File: config.mk
export PLATFORM = sky130hd
export DESIGN_NAME = prco_lmem_arb
export DESIGN_NICKNAME = d
export VERILOG_FILES = /design/src/rtl/prco_lmem_arb_pkg.sv /design/src/rtl/prco_lmem_arb_prio.sv /design/src/rtl/prco_lmem_arb.sv
export SDC_FILE = /design/constraint.sdc
export NUM_CORES = 1
export LEC_CHECK = 0
export BUFFER_PORTS_ARGS = -buffer_cell sky130_fd_sc_hd__buf_2
export CELL_PAD_IN_SITES_DETAIL_PLACEMENT = 1
export CELL_PAD_IN_SITES_GLOBAL_PLACEMENT = 2
export CORE_MARGIN = 1.5
export CORE_UTILIZATION = 22
export DETAILED_ROUTE_END_ITERATION = 10
export GPL_ROUTABILITY_DRIVEN = 0
export GPL_TIMING_DRIVEN = 1
export PLACE_DENSITY = 0.81
export SLEW_MARGIN = 20
export SYNTH_ARGS = -nofsm -noshare
export SYNTH_HDL_FRONTEND = slang
export SYNTH_SLANG_ARGS = --single-unit
File: constraint.sdc
create_clock -name i_clk -period 7.5 [get_ports i_clk]
set_input_delay 0.75 -clock i_clk [delete_from_list [all_inputs] [get_ports i_clk]]
set_output_delay 0.75 -clock i_clk [all_outputs]
set_load 0.01 [all_outputs]
File: src/rtl/prco_lmem_arb_pkg.sv
// prco_lmem_arb_pkg
// Shared definitions for the local-memory arbiter:
//   owner_t  - which requester owns the response cycle (NONE/LDR/DAT/FET)
//   state_t  - sequencer states (S_IDLE / S_BUSY)
//   GNT_*    - bit positions inside the one-hot grant vector {ldr, dat, fet}
//   gnt_to_owner - converts a one-hot grant into an owner code
package prco_lmem_arb_pkg;

    typedef enum logic [1:0] {
        OWN_NONE = 2'd0,
        OWN_LDR  = 2'd1,
        OWN_DAT  = 2'd2,
        OWN_FET  = 2'd3
    } owner_t;

    typedef enum logic {
        S_IDLE = 1'b0,
        S_BUSY = 1'b1
    } state_t;

    localparam int GNT_LDR = 2;
    localparam int GNT_DAT = 1;
    localparam int GNT_FET = 0;

    function automatic owner_t gnt_to_owner(input logic [2:0] gnt);
        if (gnt[GNT_LDR]) return OWN_LDR;
        if (gnt[GNT_DAT]) return OWN_DAT;
        if (gnt[GNT_FET]) return OWN_FET;
        return OWN_NONE;
    endfunction

endpackage

File: src/rtl/prco_lmem_arb_prio.sv
// prco_lmem_arb_prio
// Fixed-priority selector with fetch anti-starvation.
// Ports:
//   i_ldr_req, i_ldr_lock  loader request / burst lock
//   i_dat_req, i_fet_req   data-port and fetch requests
//   i_run_cnt              consecutive data grants made while fetch waited
//   q_gnt                  one-hot grant {ldr, dat, fet}, all zero when idle
module prco_lmem_arb_prio
    import prco_lmem_arb_pkg::*;
#(
    parameter int P_MAX_DATA_RUN = 4,
    parameter int P_CNT_W        = 3
) (
    input  logic               i_ldr_req,
    input  logic               i_ldr_lock,
    input  logic               i_dat_req,
    input  logic               i_fet_req,
    input  logic [P_CNT_W-1:0] i_run_cnt,
    output logic [2:0]         q_gnt
);

    logic w_fet_forced;

    // Once data has won P_MAX_DATA_RUN times in a row against a waiting
    // fetch, fetch takes the next slot.
    assign w_fet_forced = i_fet_req && (i_run_cnt == P_CNT_W'(P_MAX_DATA_RUN));

    always_comb begin
        q_gnt = 3'b000;
        if (i_ldr_req) begin
            q_gnt[GNT_LDR] = 1'b1;
        end else if (!i_ldr_lock) begin
            // The lock keeps the memory reserved even when the loader is idle.
            if (w_fet_forced) begin
                q_gnt[GNT_FET] = 1'b1;
            end else if (i_dat_req) begin
                q_gnt[GNT_DAT] = 1'b1;
            end else if (i_fet_req) begin
                q_gnt[GNT_FET] = 1'b1;
            end
        end
    end

endmodule

File: src/rtl/prco_lmem_arb.sv
// prco_lmem_arb
// Arbiter/sequencer for the single-port local memory. Three requesters
// (loader, data port, fetch) share one access per cycle; the grant cycle
// drives the memory directly and the following cycle returns done/rdata.
// Ports:
//   i_clk, i_reset                clock, asynchronous active-low reset
//   i_ldr_* / q_ldr_*             loader write port (req, lock, addr, wdata, ack, done)
//   i_dat_* / q_dat_*             LW/SW port (req, we, addr, wdata, ack, done, rdata)
//   i_fet_* / q_fet_*             instruction fetch (req, addr, ack, done, rdata)
//   q_mem_en/we/addr/dina         memory strobes, valid in the grant cycle
//   i_mem_douta                   memory read data, one cycle after the strobe
//   q_err                         pulse with done for an out-of-range access
module prco_lmem_arb
    import prco_lmem_arb_pkg::*;
#(
    parameter int P_ADDR_W       = 16,
    parameter int P_DATA_W       = 16,
    parameter int P_LMEM_DEPTH   = 256,
    parameter int P_MAX_DATA_RUN = 4
) (
    input  logic                i_clk,
    input  logic                i_reset,
    input  logic                i_ldr_req,
    input  logic                i_ldr_lock,
    input  logic [P_ADDR_W-1:0] i_ldr_addr,
    input  logic [P_DATA_W-1:0] i_ldr_wdata,
    output logic                q_ldr_ack,
    output logic                q_ldr_done,
    input  logic                i_dat_req,
    input  logic                i_dat_we,
    input  logic [P_ADDR_W-1:0] i_dat_addr,
    input  logic [P_DATA_W-1:0] i_dat_wdata,
    output logic                q_dat_ack,
    output logic                q_dat_done,
    output logic [P_DATA_W-1:0] q_dat_rdata,
    input  logic                i_fet_req,
    input  logic [P_ADDR_W-1:0] i_fet_addr,
    output logic                q_fet_ack,
    output logic                q_fet_done,
    output logic [P_DATA_W-1:0] q_fet_rdata,
    output logic                q_mem_en,
    output logic                q_mem_we,
    output logic [P_ADDR_W-1:0] q_mem_addr,
    output logic [P_DATA_W-1:0] q_mem_dina,
    input  logic [P_DATA_W-1:0] i_mem_douta,
    output logic                q_err
);

    localparam int                LP_CNT_W = $clog2(P_MAX_DATA_RUN + 1);
    localparam logic [P_ADDR_W:0] LP_DEPTH = (P_ADDR_W + 1)'(P_LMEM_DEPTH);

    state_t                r_state, w_state_next;
    owner_t                r_owner;
    logic                  r_oor;
    logic                  r_rd;
    logic [LP_CNT_W-1:0]   r_run_cnt;
    logic [P_DATA_W-1:0]   r_dat_rdata;
    logic [P_DATA_W-1:0]   r_fet_rdata;

    logic [2:0]            w_gnt_raw;
    logic [2:0]            w_gnt;
    logic                  w_any_gnt;
    logic [P_ADDR_W-1:0]   w_sel_addr;
    logic [P_DATA_W-1:0]   w_sel_wdata;
    logic                  w_sel_we;
    logic                  w_in_range;
    logic                  w_busy;
    logic                  w_dat_rd_resp;
    logic                  w_fet_resp;

    prco_lmem_arb_prio #(
        .P_MAX_DATA_RUN (P_MAX_DATA_RUN),
        .P_CNT_W        (LP_CNT_W)
    ) u_prio (
        .i_ldr_req  (i_ldr_req),
        .i_ldr_lock (i_ldr_lock),
        .i_dat_req  (i_dat_req),
        .i_fet_req  (i_fet_req),
        .i_run_cnt  (r_run_cnt),
        .q_gnt      (w_gnt_raw)
    );

    // No grant while reset is held, so every output reads 0 immediately.
    assign w_gnt     = i_reset ? w_gnt_raw : 3'b000;
    assign w_any_gnt = |w_gnt;

    assign q_ldr_ack = w_gnt[GNT_LDR];
    assign q_dat_ack = w_gnt[GNT_DAT];
    assign q_fet_ack = w_gnt[GNT_FET];

    always_comb begin
        w_sel_addr  = '0;
        w_sel_wdata = '0;
        w_sel_we    = 1'b0;
        if (w_gnt[GNT_LDR]) begin
            w_sel_addr  = i_ldr_addr;
            w_sel_wdata = i_ldr_wdata;
            w_sel_we    = 1'b1;
        end else if (w_gnt[GNT_DAT]) begin
            w_sel_addr  = i_dat_addr;
            w_sel_wdata = i_dat_wdata;
            w_sel_we    = i_dat_we;
        end else if (w_gnt[GNT_FET]) begin
            w_sel_addr  = i_fet_addr;
        end
    end

    assign w_in_range = {1'b0, w_sel_addr} < LP_DEPTH;

    // Out-of-range grants are acked but never reach the memory.
    assign q_mem_en   = w_any_gnt && w_in_range;
    assign q_mem_we   = q_mem_en && w_sel_we;
    assign q_mem_addr = q_mem_en ? w_sel_addr : '0;
    assign q_mem_dina = q_mem_we ? w_sel_wdata : '0;

    always_comb begin
        w_state_next = S_IDLE;
        if (w_any_gnt) begin
            w_state_next = S_BUSY;
        end
    end

    always_ff @(posedge i_clk or negedge i_reset) begin
        if (!i_reset) begin
            r_state <= S_IDLE;
            r_owner <= OWN_NONE;
            r_oor   <= 1'b0;
            r_rd    <= 1'b0;
        end else begin
            r_state <= w_state_next;
            r_owner <= gnt_to_owner(w_gnt);
            r_oor   <= w_any_gnt && !w_in_range;
            r_rd    <= w_gnt[GNT_FET] || (w_gnt[GNT_DAT] && !i_dat_we);
        end
    end

    // Counts data wins against a waiting fetch; any fetch grant or a cycle
    // without a fetch request restarts the run.
    always_ff @(posedge i_clk or negedge i_reset) begin
        if (!i_reset) begin
            r_run_cnt <= '0;
        end else if (!i_fet_req || w_gnt[GNT_FET]) begin
            r_run_cnt <= '0;
        end else if (w_gnt[GNT_DAT]) begin
            r_run_cnt <= r_run_cnt + LP_CNT_W'(1);
        end
    end

    assign w_busy        = (r_state == S_BUSY);
    assign q_ldr_done    = w_busy && (r_owner == OWN_LDR);
    assign q_dat_done    = w_busy && (r_owner == OWN_DAT);
    assign q_fet_done    = w_busy && (r_owner == OWN_FET);
    assign q_err         = w_busy && r_oor;
    assign w_dat_rd_resp = q_dat_done && r_rd;
    assign w_fet_resp    = q_fet_done;

    // Read data passes straight through in the response cycle and is then
    // held so the requester may sample it late.
    assign q_dat_rdata = w_dat_rd_resp ? (r_oor ? '0 : i_mem_douta) : r_dat_rdata;
    assign q_fet_rdata = w_fet_resp    ? (r_oor ? '0 : i_mem_douta) : r_fet_rdata;

    always_ff @(posedge i_clk or negedge i_reset) begin
        if (!i_reset) begin
            r_dat_rdata <= '0;
            r_fet_rdata <= '0;
        end else begin
            r_dat_rdata <= q_dat_rdata;
            r_fet_rdata <= q_fet_rdata;
        end
    end

endmodule
== Word level (Yosys, flattened, before mapping) ==
Cells that the tools add are included.
Storage, ports and cells
  memory bits (writable): 0
  memories kept: 0
  output and inout bits: 73
  flip-flop bits (word level): 40
  bits in latches: 0
  input port bits: 103
  bits in read-only memories: 0
Cells by class
  div/mod/pow operators: 0
  bitwise gates (word level): 0
  $lt $le $gt $ge: 1
  reductions and logical operators: 17
  equal/unequal tests: 4
  add/subtract/negate cells: 1
  shift operators: 0
  mux-type cells: 36
  multipliers: 0
Operators with widths (count)
  2-to-1 mux 16 bit: 10
  less-than comparator 16 x 9 -> 1 bit, second input constant: 1
  2-to-1 mux 2 bit: 8
  2-to-1 mux 1 bit: 15
  logical AND 1 bit: 10
  2-to-1 mux 3 bit: 3
  equality test 2 bit, second input constant: 2
  adder 3 x 1 -> 3 bit, second input constant: 1
  equality test 3 bit, second input constant: 1
  logical NOT 1 bit: 3
  OR reduction 3 bit: 1
  equality test 2 x 1 -> 1 bit, second input constant: 1
  logical OR 1 bit: 2
  nonzero test 2 bit: 1

== Depth between registers and ports, before layout ==
Gate-level depths: netlist of the first run.
  depth after elaboration: 13
  mapped depth: 11

== By module ==
A second synthesis of the first run with hierarchy kept.
Second synthesis, totals
  cells, all modules: 300
  area total of the unflattened synthesis: 2504.9 µm²
By module, submodules not included
  prco_lmem_arb: cells each 294, area each 2462.4 µm², times used 1, seq. area each 1001.0 µm²
  prco_lmem_arb_prio: cells each 6, area each 42.5 µm², times used 1, seq. area each 0.0 µm²

== Least setup slack after synthesis of the first run ==
OpenSTA, ideal clock, no wires.
  kind: in2out
  start: input port i_dat_req
  end: output port q_mem_addr[5]
  arrival time: 2562 ps
  slack: 4188 ps
  required time: 6750 ps
  stages on the path: 9
  cell sequence: a21bo_2 -> nand2_4 -> inv_2 -> buf_6 -> a221o_1 -> a222oi_1 -> o21ai_2 -> buf_6 -> nor4_2
Between the ends
  cells in the longest elaborated chain, start to end: 11
RTL lines
  start, declared: RTL line prco_lmem_arb.sv:29  | input logic i_dat_req,
  2-to-1 mux 1 bit (*): RTL line prco_lmem_arb_prio.sv:36  | end else if (i_dat_req) begin
  2-to-1 mux 1 bit (*): RTL line prco_lmem_arb_prio.sv:34  | if (w_fet_forced) begin
  2-to-1 mux 2 bit (*): RTL line prco_lmem_arb_prio.sv:32  | end else if (!i_ldr_lock) begin
  2-to-1 mux 2 bit (*): RTL line prco_lmem_arb_prio.sv:30  | if (i_ldr_req) begin
  2-to-1 mux 3 bit (*): RTL line prco_lmem_arb.sv:84  | assign w_gnt = i_reset ? w_gnt_raw : 3'b000;
  net q_fet_ack: RTL line prco_lmem_arb.sv:38  | output logic q_fet_ack,
  2-to-1 mux 16 bit: RTL line prco_lmem_arb.sv:103  | end else if (w_gnt[GNT_FET]) begin
  2-to-1 mux 16 bit: RTL line prco_lmem_arb.sv:99  | end else if (w_gnt[GNT_DAT]) begin
  2-to-1 mux 16 bit: RTL line prco_lmem_arb.sv:95  | if (w_gnt[GNT_LDR]) begin
  less-than comparator 16 x 9 -> 1 bit: RTL line prco_lmem_arb.sv:108  | assign w_in_range = {1'b0, w_sel_addr} < LP_DEPTH;
  logical AND 1 bit: RTL line prco_lmem_arb.sv:111  | assign q_mem_en = w_any_gnt && w_in_range;
  2-to-1 mux 16 bit (*): RTL line prco_lmem_arb.sv:113  | assign q_mem_addr = q_mem_en ? w_sel_addr : '0;
  end, declared: RTL line prco_lmem_arb.sv:43  | output logic [P_ADDR_W-1:0] q_mem_addr,
The timed path passes the listed nets; every way through them passes the cells marked *.

== Final worst setup path of the first run ==
  start: input port i_reset
  end: output port q_mem_dina[1]
Between the ends
  cells in the longest elaborated chain, start to end: 8
RTL lines
  start, declared: RTL line prco_lmem_arb.sv:22  | input logic i_reset,
  2-to-1 mux 3 bit (*): RTL line prco_lmem_arb.sv:84
  2-to-1 mux 16 bit: RTL line prco_lmem_arb.sv:103
  2-to-1 mux 16 bit: RTL line prco_lmem_arb.sv:99
  2-to-1 mux 16 bit: RTL line prco_lmem_arb.sv:95
  less-than comparator 16 x 9 -> 1 bit: RTL line prco_lmem_arb.sv:108
  logical AND 1 bit: RTL line prco_lmem_arb.sv:111
  logical AND 1 bit: RTL line prco_lmem_arb.sv:112  | assign q_mem_we = q_mem_en && w_sel_we;
  2-to-1 mux 16 bit (*): RTL line prco_lmem_arb.sv:114  | assign q_mem_dina = q_mem_we ? w_sel_wdata : '0;
  end, declared: RTL line prco_lmem_arb.sv:44  | output logic [P_DATA_W-1:0] q_mem_dina,
Mark *: on every way between the ends. The rest lies on a longest branch, timed or not.

==> summary.txt, run 1 <==
Hold path
  • Hold path start: r_fet_rdata[1]$_DFF_PN0_
  • HP Class: flip-flop to flip-flop

Synth
  • Register area share after synthesis: a little over two fifths
  • Main area contributors after synthesis: dfrtp_1 42%, o21ai_0 8.0%, nand2_1 6.3%
  • Post-synth top area share: a little over two fifths
  • Area leader, netlist: dfrtp_1
  • Avg Cell Area, Syn: 8.74 µm²
  • Synthesized flop and latch total: 40
  • Unique masters post-synth: 36
  • Post-Syn Area: approximately 2400 µm²
  • Yosys warnings: 0
  • Post-Synthesis Cells: roughly 270

Power
  • Combinational power share: 29.5%
  • Sw frac: 32.5%
  • PwrDens: between 150 and 200 nW/µm²
  • Psw: between 0.15 and 0.2 mW
  • Flop pwr share: 46.4%
  • Internal power: between 0.3 and 0.4 mW
  • Clk pwr share: between 20 and 25%
  • Worst vdd ir: approximately 0.075 mV
  • Leak pwr: ~1.7 nW

Die
  • # IOs: 176
  • Starting Density: between 20% and 30%
  • Die height: 107 µm
  • Die extent in x: between 100 and 150 µm
  • Core area: about 10000 µm²
  • Die area: 11400 µm²
  • Row Count: 37

GRT
  • Maximum number of pins on one net before global-route repair: 44
  • Total GRT Usage: about 16%
  • Vias in the first global route: about 2800
  • First-pass GRT wire length: between 10000 and 15000 µm
  • Initial antenna violation count: 0
  • GRT Residual Overflow: 0

Cells and area
  • N_diodes: 0
  • Share of post-route cells with drive strength above 1: between 40% and 50%
  • Area grow syn2layout: 41.3%
  • Final std cells w/o fill: approximately 560
  • Nets: 530

Route
  • Drt first pass iters: 6
  • Via count: 2706
  • ANT nets after route: 0
  • Routed len/inst: between 15 and 20 µm
  • Via density: between 4 and 5
  • Starting DRT DRC Count: ~140
  • Total Routed Length: 9070 µm
  • Number of remaining DRC errors: 0

Run status
  • Status: finished clean

CTS
  • Root Buffer: clkbuf_8
  • Hold Buf Count CTS: 0
  • Resize count post-CTS: 0
  • Clock latency on the worst-skew pair: between 0.2 and 0.3 ns
  • Clock sinks: 40
  • Setup bufs post-CTS: 0
  • CTS tree: yes
  • # H-tree levels: 2
  • Worst-path clk slew: 0.07 ns
  • Cts bufs inserted: 5
  • CTS Buffer Depth: 2

Setup path
  • Crit Path Max Fanout: 43
  • Worst setup EP type: output port
  • Reg2reg start: r_run_cnt[0]$_DFFE_PN0P_
  • CP startpoint: i_reset
  • CP arrival: 4.26 ns
  • Crit path required time: about 6.8 ns
  • Startpoint class of the critical path: primary input
  • Setup CP Type: primary input to output port

STA
  • Slew headroom: 34.6%
  • Count of final hold-check violations: 0
  • RSZ-0062 raised after global routing: no
  • Final worst-path cycle share: between 60% and 70%
  • Final setup skew: about 0.009 ns
  • Fmax: approximately 200 MHz
  • Setup_tns: 0 ns
  • Pins Over Slew Limit: 0
  • Tmin final: roughly 5 ns
  • # setup viols final: 0
  • Hold WS: between 0.4 and 0.5 ns
  • PnR worst setup slack: roughly 2.5 ns
  • Actual slew at the worst max-slew pin: a little under 1 ns

Place
  • DP Wirelength: roughly 6900 µm
  • Placed cell count: 554
  • Place WS: between 2 and 2.5 ns
  • PortBufs: approximately 170

Run
  • Max-Cap Viols: 0
[synthesized netlist by cell type]
master	n
xnor2_1	1
nor4b_1	1
nor3_1	16
conb_1	1
a22oi_1	17
inv_2	2
buf_4	8
a222oi_1	9
and3b_1	1
nand3_1	6
and4b_1	1
nand2_1	40
a221o_1	5
buf_6	2
a21oi_1	3
inv_1	5
o21a_1	1
nor2_1	1
o21ai_0	38
and4bb_4	1
ha_1	2
a22o_1	1
or3_1	17
a21boi_0	1
clkbuf_1	14
buf_2	3
dfrtp_1	40
and2_1	2
nand2b_1	17
and3_1	1
nor4_2	4
buf_1	2
o21ai_2	1
nor4_1	6
a21bo_2	1
nand2_4	1
[cell type report]
class,count,area (µm²)
Clock buffer,6,72.6
Clock inverter,1,5.00
Fill cell,1317,7060
Inverter,7,26.3
Multi-Input combinational cell,203,1240
Sequential cell,40,1000
Tap cell,136,170
Timing Repair Buffer,168,843
[cells by family after synthesis]
kind of cell / share of synthesized area [%]
AND/OR/NAND/NOR: 26.9
AO/OA/AOI/OAI: 21.7
flip-flops: 42.1
buffers and inverters: 7.74
adder cells (fa/ha/maj): 1.05
XOR/XNOR: 0.369
other: 0.158
[worst max-delay path: stages]
cell      delay [ns]
buf_2           0.10
buf_4           0.29
nand2_1         0.26
clkinv_1        0.79
a221o_1         0.59
o21a_1          0.52
or3_1           0.50
nor3_1          0.23
buf_2           0.20
[cells in the final DEF (no fill, tap or decap), types with 2 or more instances in the layout]
cell      count
buf_2       167
nand2_1      40
dfrtp_1      40
o21ai_0      38
nand2b_1     17
a22oi_1      17
or3_1        17
nor3_1       16
a222oi_1      9
conb_1        8
nor4_1        6
a221o_1       5
clkbuf_8      5
inv_1         4
nand3_1       4
nor4_2        4
inv_2         2
nand3_2       2
a21oi_1       2
and2_1        2
ha_1          2
[metal layers]
layer	GRT usage [%]	vias to the layer above	share of wire, %
li1	-	1289	-
met1	18.6	1274	41
met2	27.7	133	49
met3	4.32	10	8.3
met4	4.00	0	1.2
met5	0	-	0
[through the flow]
stage                     instance area (µm²)  total power [mW]  util [%]
final                                    3360             0.549      32.2
after global routing                     3360             0.585      32.2
after CTS                                3350             0.557      32.1
after detailed placement                 3270             0.422      31.4
after global placement                   3260             0.414      31.3
after floorplan                          2400             0.341         -
[power by group through the flow]
| stage | sequential (mW) | combinational [mW] | clock [mW] |
|---|---|---|---|
| 5_1_grt | 0.258 | 0.180 | 0.147 |
| 4_1_cts | 0.255 | 0.163 | 0.139 |
| 2_1_floorplan | 0.255 | 0.0860 | 0 |
| 3_5_place_dp | 0.259 | 0.163 | 0 |
| 3_3_place_gp | 0.257 | 0.157 | 0 |
| 6_report | 0.255 | 0.162 | 0.132 |
[path summary, 6_finish.rpt]
| path | depth (start not counted) | slack [ns] | end |
|---|---|---|---|
| worst min-delay path | 2 | 0.49 | r_fet_rdata[1]$_DFF_PN0_ |
| worst min register to register | 2 | 0.49 | r_fet_rdata[1]$_DFF_PN0_ |
| worst max register to register | 9 | 4.53 | r_oor$_DFF_PN0_ |
| max in group asynchronous | 2 | 6.60 | r_dat_rdata[0]$_DFF_PN0_ |
| worst max-delay path | 9 | 2.49 | q_mem_dina[1] |
| min in group asynchronous | 2 | 0.53 | r_dat_rdata[13]$_DFF_PN0_ |
[sequential cells by signal, summed over array words and instances (netlist names)]
name and flops:
r_owner 2, r_oor 1, r_state 1, r_dat_rdata 16, r_run_cnt 3, r_fet_rdata 16
r_rd 1
(Power assumes the default switching activity.)
==> inputs of run 2 (changes only) <==
- CORE_UTILIZATION: 22 -> 21
- PLACE_DENSITY: 0.81 -> 0.78
- clock period: 7.5 -> 4.8 ns (I/O delays scaled with it)
==> run 2 against run 1 <==
  * Clock skew is 0.0019 ns lower
  * Worst hold slack worse by 0.14 ns
  * Flip-flop and latch count stayed put
  * Sequential share of layout area is 1.0 points lower
==> summary.txt, run 2 (synthesis gave the netlist of run 1 again) <==
GRT
  • First-pass GRT wire length: 13600 µm (was 14100 µm)
  • Maximum number of pins on one net before global-route repair: 41 (was 44)
  • Vias in the first global route: 2832 (was 2754)
  • Initial antenna violation count: 0 (unchanged)
  • Total GRT Usage: 14.4% (was 15.7%)
  • GRT Residual Overflow: 0 (unchanged)

Run status
  • Status: finished clean (unchanged)

Power
  • Worst vdd ir: 0.144 mV (was 0.0753 mV)
  • PwrDens: 302 nW/µm² (was 164 nW/µm²)
  • Total power: 1.05 mW (was 0.549 mW)
  • Leak pwr: 1.72 nW (was 1.66 nW)

CTS
  • Clock sinks: 40 (unchanged)
  • CTS tree: yes (unchanged)
  • # H-tree levels: 2 (unchanged)
  • Root Buffer: clkbuf_16 (was clkbuf_8)
  • Cts bufs inserted: 5 (unchanged)
  • Resize count post-CTS: 0 (unchanged)
  • CTS Buffer Depth: 2 (unchanged)
  • Worst-path clk slew: 0.06 ns (was 0.07 ns)
  • Setup bufs post-CTS: 0 (unchanged)
  • Hold Buf Count CTS: 0 (unchanged)
  • Clock latency on the worst-skew pair: 0.28 ns (was 0.29 ns)

Die
  • Die extent in x: 109 µm (was 107 µm)
  • Row Count: 38 (was 37)
  • Die area: 12000 µm² (was 11400 µm²)
  • Starting Density: 21.7% (was 22.8%)
  • # IOs: 176 (unchanged)
  • Die height: 109 µm (was 107 µm)
  • Core area: 10900 µm² (was 10400 µm²)

Hold path
  • HP Class: primary input to async pin (was flip-flop to flip-flop)

Setup path
  • Setup CP Type: flip-flop to output port (was primary input to output port)
  • Crit path required time: 4.32 ns (was 6.75 ns)
  • Crit Path Max Fanout: 27 (was 43)
  • CP startpoint: r_run_cnt[0]$_DFFE_PN0P_ (was i_reset)
  • Worst setup EP type: output port (unchanged)
  • CP arrival: 3.25 ns (was 4.26 ns)
  • Reg2reg start: r_run_cnt[0]$_DFFE_PN0P_ (unchanged)
  • Startpoint class of the critical path: flip-flop (was primary input)

STA
  • Slew headroom: 35.4% (was 34.6%)
  • Tmin final: 3.73 ns
  • Setup_tns: 0 ns (unchanged)
  • RSZ-0062 raised after global routing: no (unchanged)
  • Pins Over Slew Limit: 0 (unchanged)
  • # setup viols final: 0 (unchanged)
  • Count of final hold-check violations: 0 (unchanged)
  • Final worst-path cycle share: slightly below 80%
  • Fmax: around 270 MHz
  • Actual slew at the worst max-slew pin: 0.966 ns (was 0.981 ns)
  • Final setup skew: 0.00717 ns (was 0.00911 ns)

Run
  • Max-Cap Viols: 0 (unchanged)

Route
  • Starting DRT DRC Count: 107 (was 136)
  • Total Routed Length: 8820 µm (was 9070 µm)
  • Routed wl met2: 4370 µm (was 4470 µm)
  • ANT nets after route: 0 (unchanged)
  • Routed len/inst: 15.5 µm (was 16.2 µm)
  • Number of remaining DRC errors: 0 (unchanged)
  • Via count: 2734 (was 2706)
  • Met3 WL: 763 µm (was 752 µm)
  • Drt first pass iters: 4 (was 6)
  • Via density: 4.81 (was 4.82)
  • DR top layer: met4 (unchanged)
  • Wl on met1: 3570 µm (was 3730 µm)

Cells and area
  • # fillers: 1355 (was 1317)
  • Area grow syn2layout: 46.3% (was 41.3%)
  • Regs by FF count: r_dat_rdata x16, r_fet_rdata x16, r_run_cnt x3 (unchanged)
  • Commonest non-fill, non-tap cell in the layout: buf_2 (unchanged)
  • Most frequent cells in the layout: 167 x buf_2, 40 x nand2_1, 40 x dfrtp_1, 38 x o21ai_0 (unchanged)
  • Share of post-route cells with drive strength above 1: 44.4% (was 44.0%)
  • Nets: 532 (was 530)
  • N_diodes: 0 (unchanged)
  • Final std cells w/o fill: 568 (was 561)

Place
  • PortBufs: 167 (unchanged)
  • Placed cell count: 560 (was 554)
  • DP Wirelength: 6680 µm (was 6930 µm)
run 2: per-stage QoR:
step	setup WS [ns]	cell area, µm²	hold WS (ns)	utilization (%)
4_1_cts	0.887	3470	0.395	31.8
6_report	1.07	3480	0.355	31.8
3_3_place_gp	1.33	3280	0.470	30.0
5_1_grt	0.885	3480	0.425	31.8
3_5_place_dp	1.21	3290	0.479	30.1
2_1_floorplan	1.89	2400	0.184	-
run 2: worst max-delay path: stages (launching register included):
cell	delay (ns)
dfrtp_1	0.40
inv_1	0.06
ha_1	0.21
a21bo_2	0.21
nand2_4	0.12
inv_2	0.14
a221o_1	0.40
a222oi_1	0.49
o21ai_4	0.33
nor4b_1	0.41
buf_2	0.19
run 2: power breakdown:
part           switching [mW]  total (mW)  internal (mW)
logic                   0.150       0.249         0.0995
registers              0.0161       0.398          0.382
clock network           0.130       0.403          0.274
run 2: layout make-up:
cell class / instances / area, µm² / share of cell area, %
clock buffer: 7 / 153 / 4.39
inverter: 7 / 26.3 / 0.756
clock inverter: 1 / 30.0 / 0.864
sequential: 40 / 1000 / 28.8
timing repair buffer: 170 / 858 / 24.7
tap: 140 / 175 / 5.04
multi-input combinational: 203 / 1230 / 35.5
run 2: path summary, 6_finish.rpt:
check / end / slack (ns) / cells past startpoint
max: q_mem_en / 1.07 / 10
min: r_fet_rdata[14]$_DFF_PN0_ / 0.35 / 2
max reg2reg: r_oor$_DFF_PN0_ / 1.87 / 9
min reg2reg: r_dat_rdata[4]$_DFF_PN0_ / 0.48 / 2
max in group asynchronous: r_dat_rdata[2]$_DFF_PN0_ / 4.05 / 2
min in group i_clk: r_rd$_DFF_PN0_ / 0.44 / 2
run 2: layer usage:
layer / vias up / global-route usage (%)
met1: 1290 / 17.3
met4: 0 / 3.90
met2: 142 / 25.5
met5: - / 0
met3: 11 / 3.32
li1: 1291 / -
==> inputs of run 3 (changes only) <==
- ABC_AREA: not set -> 1
- clock period: 4.8 -> 3.7 ns (I/O delays scaled with it)
==> run 3 against run 2 <==
  * Power rose by 7.6%
  * Highest routed layer unchanged
  * Flip-flop and latch count did not move
  * Largest power group unchanged
  * Combinational power fell by 26%
  * Largest cell class unchanged
==> summary.txt, run 3 <==
CTS
  • CTS Buffer Depth: 2 (unchanged)
  • Hold Buf Count CTS: 0 (unchanged)
  • Worst-path clk slew: 0.06 ns (about the same)
  • Setup bufs post-CTS: 0 (unchanged)
  • Root Buffer: clkbuf_16 (unchanged)
  • Clock sinks: 40 (unchanged)
  • Cts bufs inserted: 5 (unchanged)
  • Clock latency on the worst-skew pair: 0.28 ns (about the same)
  • # H-tree levels: 2 (unchanged)
  • CTS tree: yes (unchanged)
  • Resize count post-CTS: 0 (unchanged)

Power
  • Flop pwr share: 41.2% (was 37.9%)
  • Clk pwr share: 42.5% (was 38.4%)
  • Internal power: 0.854 mW (was 0.756 mW)
  • Leak pwr: 2.03 nW (was 1.72 nW)
  • Combinational power share: 16.3% (was 23.7%)
  • PwrDens: 324 nW/µm² (was 302 nW/µm²)
  • Worst vdd ir: 0.206 mV (was 0.144 mV)
  • Sw frac: 24.5% (was 28.1%)
  • Psw: 0.278 mW (was 0.296 mW)

Cells and area
  • Nets: 539 (was 532)
  • Commonest non-fill, non-tap cell in the layout: buf_2 (unchanged)
  • Most frequent cells in the layout: 167 x buf_2, 40 x dfrtp_1, 37 x nor2_1, 32 x mux2_2, 30 x inv_1 (was 167 x buf_2, 40 x nand2_1, 40 x dfrtp_1, 38 x o21ai_0)
  • Area grow syn2layout: 46.4% (was 46.3%)
  • Final Cell Area: 3490 µm² (was 3480 µm²)
  • Share of post-route cells with drive strength above 1: 52.4% (was 44.4%)
  • Regs by FF count: r_dat_rdata x16, r_fet_rdata x16, r_run_cnt x3 (unchanged)

Die
  • Die extent in x: 110 µm (was 109 µm)
  • Die area: 12000 µm² (about the same)
  • Starting Density: 21.8% (was 21.7%)
  • Row Count: 38 (unchanged)
  • Die height: 110 µm (was 109 µm)
  • Core area: 10900 µm² (unchanged)
  • # IOs: 176 (unchanged)

Setup path
  • Crit Path Max Fanout: 25 (was 27)
  • Worst path max stage delay: 0.47 ns (was 0.49 ns)
  • R2R Setup Slk: 1.81 ns (was 1.87 ns)
  • Setup CP Type: flip-flop to output port (unchanged)
  • Max stage delay cell, worst path: nor2_2 (was a222oi_1)
  • Startpoint class of the critical path: flip-flop (unchanged)
  • Crit path required time: 3.33 ns (was 4.32 ns)
  • Worst-path cell chain: inv_1, ha_1, nand3_2, nand2_1, nor2_2, buf_4, a21oi_1, inv_1, nand3_4, nor2_1, buf_2 (was inv_1, ha_1, a21bo_2, nand2_4, inv_2, a221o_1, a222oi_1, o21ai_4, nor4b_1, buf_2)
  • Worst setup EP type: output port (unchanged)
  • Critical path's most frequent cell: inv_1
  • CP arrival: 2.65 ns (was 3.25 ns)

GRT
  • First-pass GRT wire length: 12100 µm (was 13600 µm)
  • Maximum number of pins on one net before global-route repair: 41 (unchanged)
  • Vias in the first global route: 2489 (was 2832)
  • Total GRT Usage: 12.9% (was 14.4%)
  • GRT Residual Overflow: 0 (unchanged)
  • Initial antenna violation count: 1 (was 0)

Place
  • Placed cell area: 3320 µm² (was 3290 µm²)
  • Place WS: 0.911 ns (was 1.21 ns)
  • PortBufs: 167 (unchanged)
  • DP Wirelength: 6460 µm (was 6680 µm)

Synth
  • Post-synth top cells: 40 x dfrtp_1, 38 x nor2_1, 32 x mux2_2 (was 40 x dfrtp_1, 40 x nand2_1, 38 x o21ai_0)
  • Avg Cell Area, Syn: 8.83 µm² (was 8.74 µm²)
  • Synthesized flop and latch total: 40 (unchanged)
  • Count leader, synth: dfrtp_1
  • Main area contributors after synthesis: dfrtp_1 42%, mux2_2 15%, nor2_1 6.0% (was dfrtp_1 42%, o21ai_0 8.0%, nand2_1 6.3%)
  • Post-synth ARST share: 100% (unchanged)
  • Post-Synthesis Cells: 270 (was 272)
  • Unique masters post-synth: 28 (was 36)
  • Post-Syn Area: 2380 µm² (about the same)
  • Post-synth top area share: 42.0% (was 42.1%)
  • Post-synth EDFFs: 0 (unchanged)
  • Ys flop type: dfrtp_1 (unchanged)
  • Area leader, netlist: dfrtp_1 (unchanged)
  • Register area share after synthesis: 42.0% (was 42.1%)
  • Yosys warnings: 0 (unchanged)

STA
  • Fmax: about 330 MHz
  • Hold WS: 0.213 ns (was 0.355 ns)
  • Slew headroom: 44.2% (was 35.4%)
  • Final worst-path cycle share: 81.6%
  • Setup_tns: 0 ns (unchanged)
  • Final setup skew: 0.00499 ns (was 0.00717 ns)
  • # setup viols final: 0 (unchanged)
  • Tmin final: between 3 and 4 ns
  • RSZ-0062 raised after global routing: no (unchanged)
  • Pins Over Slew Limit: 0 (unchanged)
  • Actual slew at the worst max-slew pin: 0.838 ns (was 0.966 ns)
  • Count of final hold-check violations: 0 (unchanged)
  • PnR worst setup slack: 0.680 ns (was 1.07 ns)

Route
  • Via density: 4.31 (was 4.81)
  • Drt first pass iters: 4 (unchanged)
  • ANT nets after route: 0 (unchanged)
  • Via count: 2485 (was 2734)
  • Number of remaining DRC errors: 0 (unchanged)
  • Starting DRT DRC Count: 86 (was 107)
  • Total Routed Length: 8110 µm (was 8820 µm)
  • Routed len/inst: 14.1 µm (was 15.5 µm)

Run
  • Max-Cap Viols: 0 (unchanged)

Run status
  • Status: finished clean (unchanged)

Hold path
  • HP Class: primary input to async pin (unchanged)
run 3: changes by cell type in the layout (fill, tap and decap cells not counted), sizes merged, moves of 5 or more:
cell    change
nand3      +14
nand2b     -17
nor2       +48
nand2      -12
inv        +24
mux2       +32
nor3       -12
o21ai      -37
nor4       -10
a222oi      -9
a21oi       +8
a22o        +7
or3        -17
a221o       -5
run 3: cell families (layout without fill, tap and decap cells):
kind of cell	after synthesis	after routing	synth area share, %
and+or+nand+nor	105	105	20.5
buffers and inverters	53	211	10.5
DFF	40	40	42.0
AOI/OAI and AO/OA	37	37	10.7
other	1	9	0.157
muxes	32	32	15.1
adders and majority gates	2	2	1.05
run 3: cell type report:
cell class | count | area, µm²
antenna | 1 | 2.50
clock buffer | 6 | 129
clock inverter | 2 | 35.0
fill | 1348 | 7440
inverter | 32 | 120
multi-input combinational | 184 | 1160
sequential | 40 | 1000
tap | 140 | 175
timing repair buffer | 171 | 866
run 3: final timing paths:
path | start | to | cells past startpoint
worst min-delay path | i_reset | r_state$_DFF_PN0_ | 2
max in group asynchronous | i_reset | r_fet_rdata[6]$_DFF_PN0_ | 2
worst max register to register | r_owner[1]$_DFF_PN0_ | r_dat_rdata[1]$_DFF_PN0_ | 4
worst max-delay path | r_run_cnt[0]$_DFFE_PN0P_ | q_mem_dina[3] | 11
min in group i_clk | i_dat_we | r_rd$_DFF_PN0_ | 2
worst min register to register | r_dat_rdata[4]$_DFF_PN0_ | r_dat_rdata[4]$_DFF_PN0_ | 1
run 3: power by group through the flow:
stage               combinational [mW]  clock, mW  sequential [mW]
floorplan                       0.0994          0            0.464
global route                     0.209      0.520            0.468
finish                           0.185      0.481            0.466
CTS                              0.190      0.501            0.467
detailed placement               0.189          0            0.475
global placement                 0.184          0            0.474
run 3: metrics by stage:
stage,utilization (%),instances,total power [mW]
final,31.9,576,1.13
after global routing,31.9,575,1.20
after CTS,31.9,575,1.16
after detailed placement,30.4,567,0.664
after global placement,30.4,567,0.657
after floorplan,-,277,0.564
run 3: worst max-delay path: cells and delay by family (launching register included):
family          cells  cell delay [ns]
compound gates      1             0.10
fa+ha+maj           1             0.20
buf+inv             4             0.70
flops               1             0.35
simple gates        5             1.00
run 3: per-layer routing:
layer  vias to the layer above  routed length [µm]  global-route usage [%]  part of all wire [%]
met4                         0                  23                    2.50                  0.28
met3                         4                 744                    3.73                   9.2
met5                         -                   0                       0                     0
met1                      1143                3310                    14.5                    41
li1                       1206                   -                       -                     -
met2                       132                4030                    24.1                    50
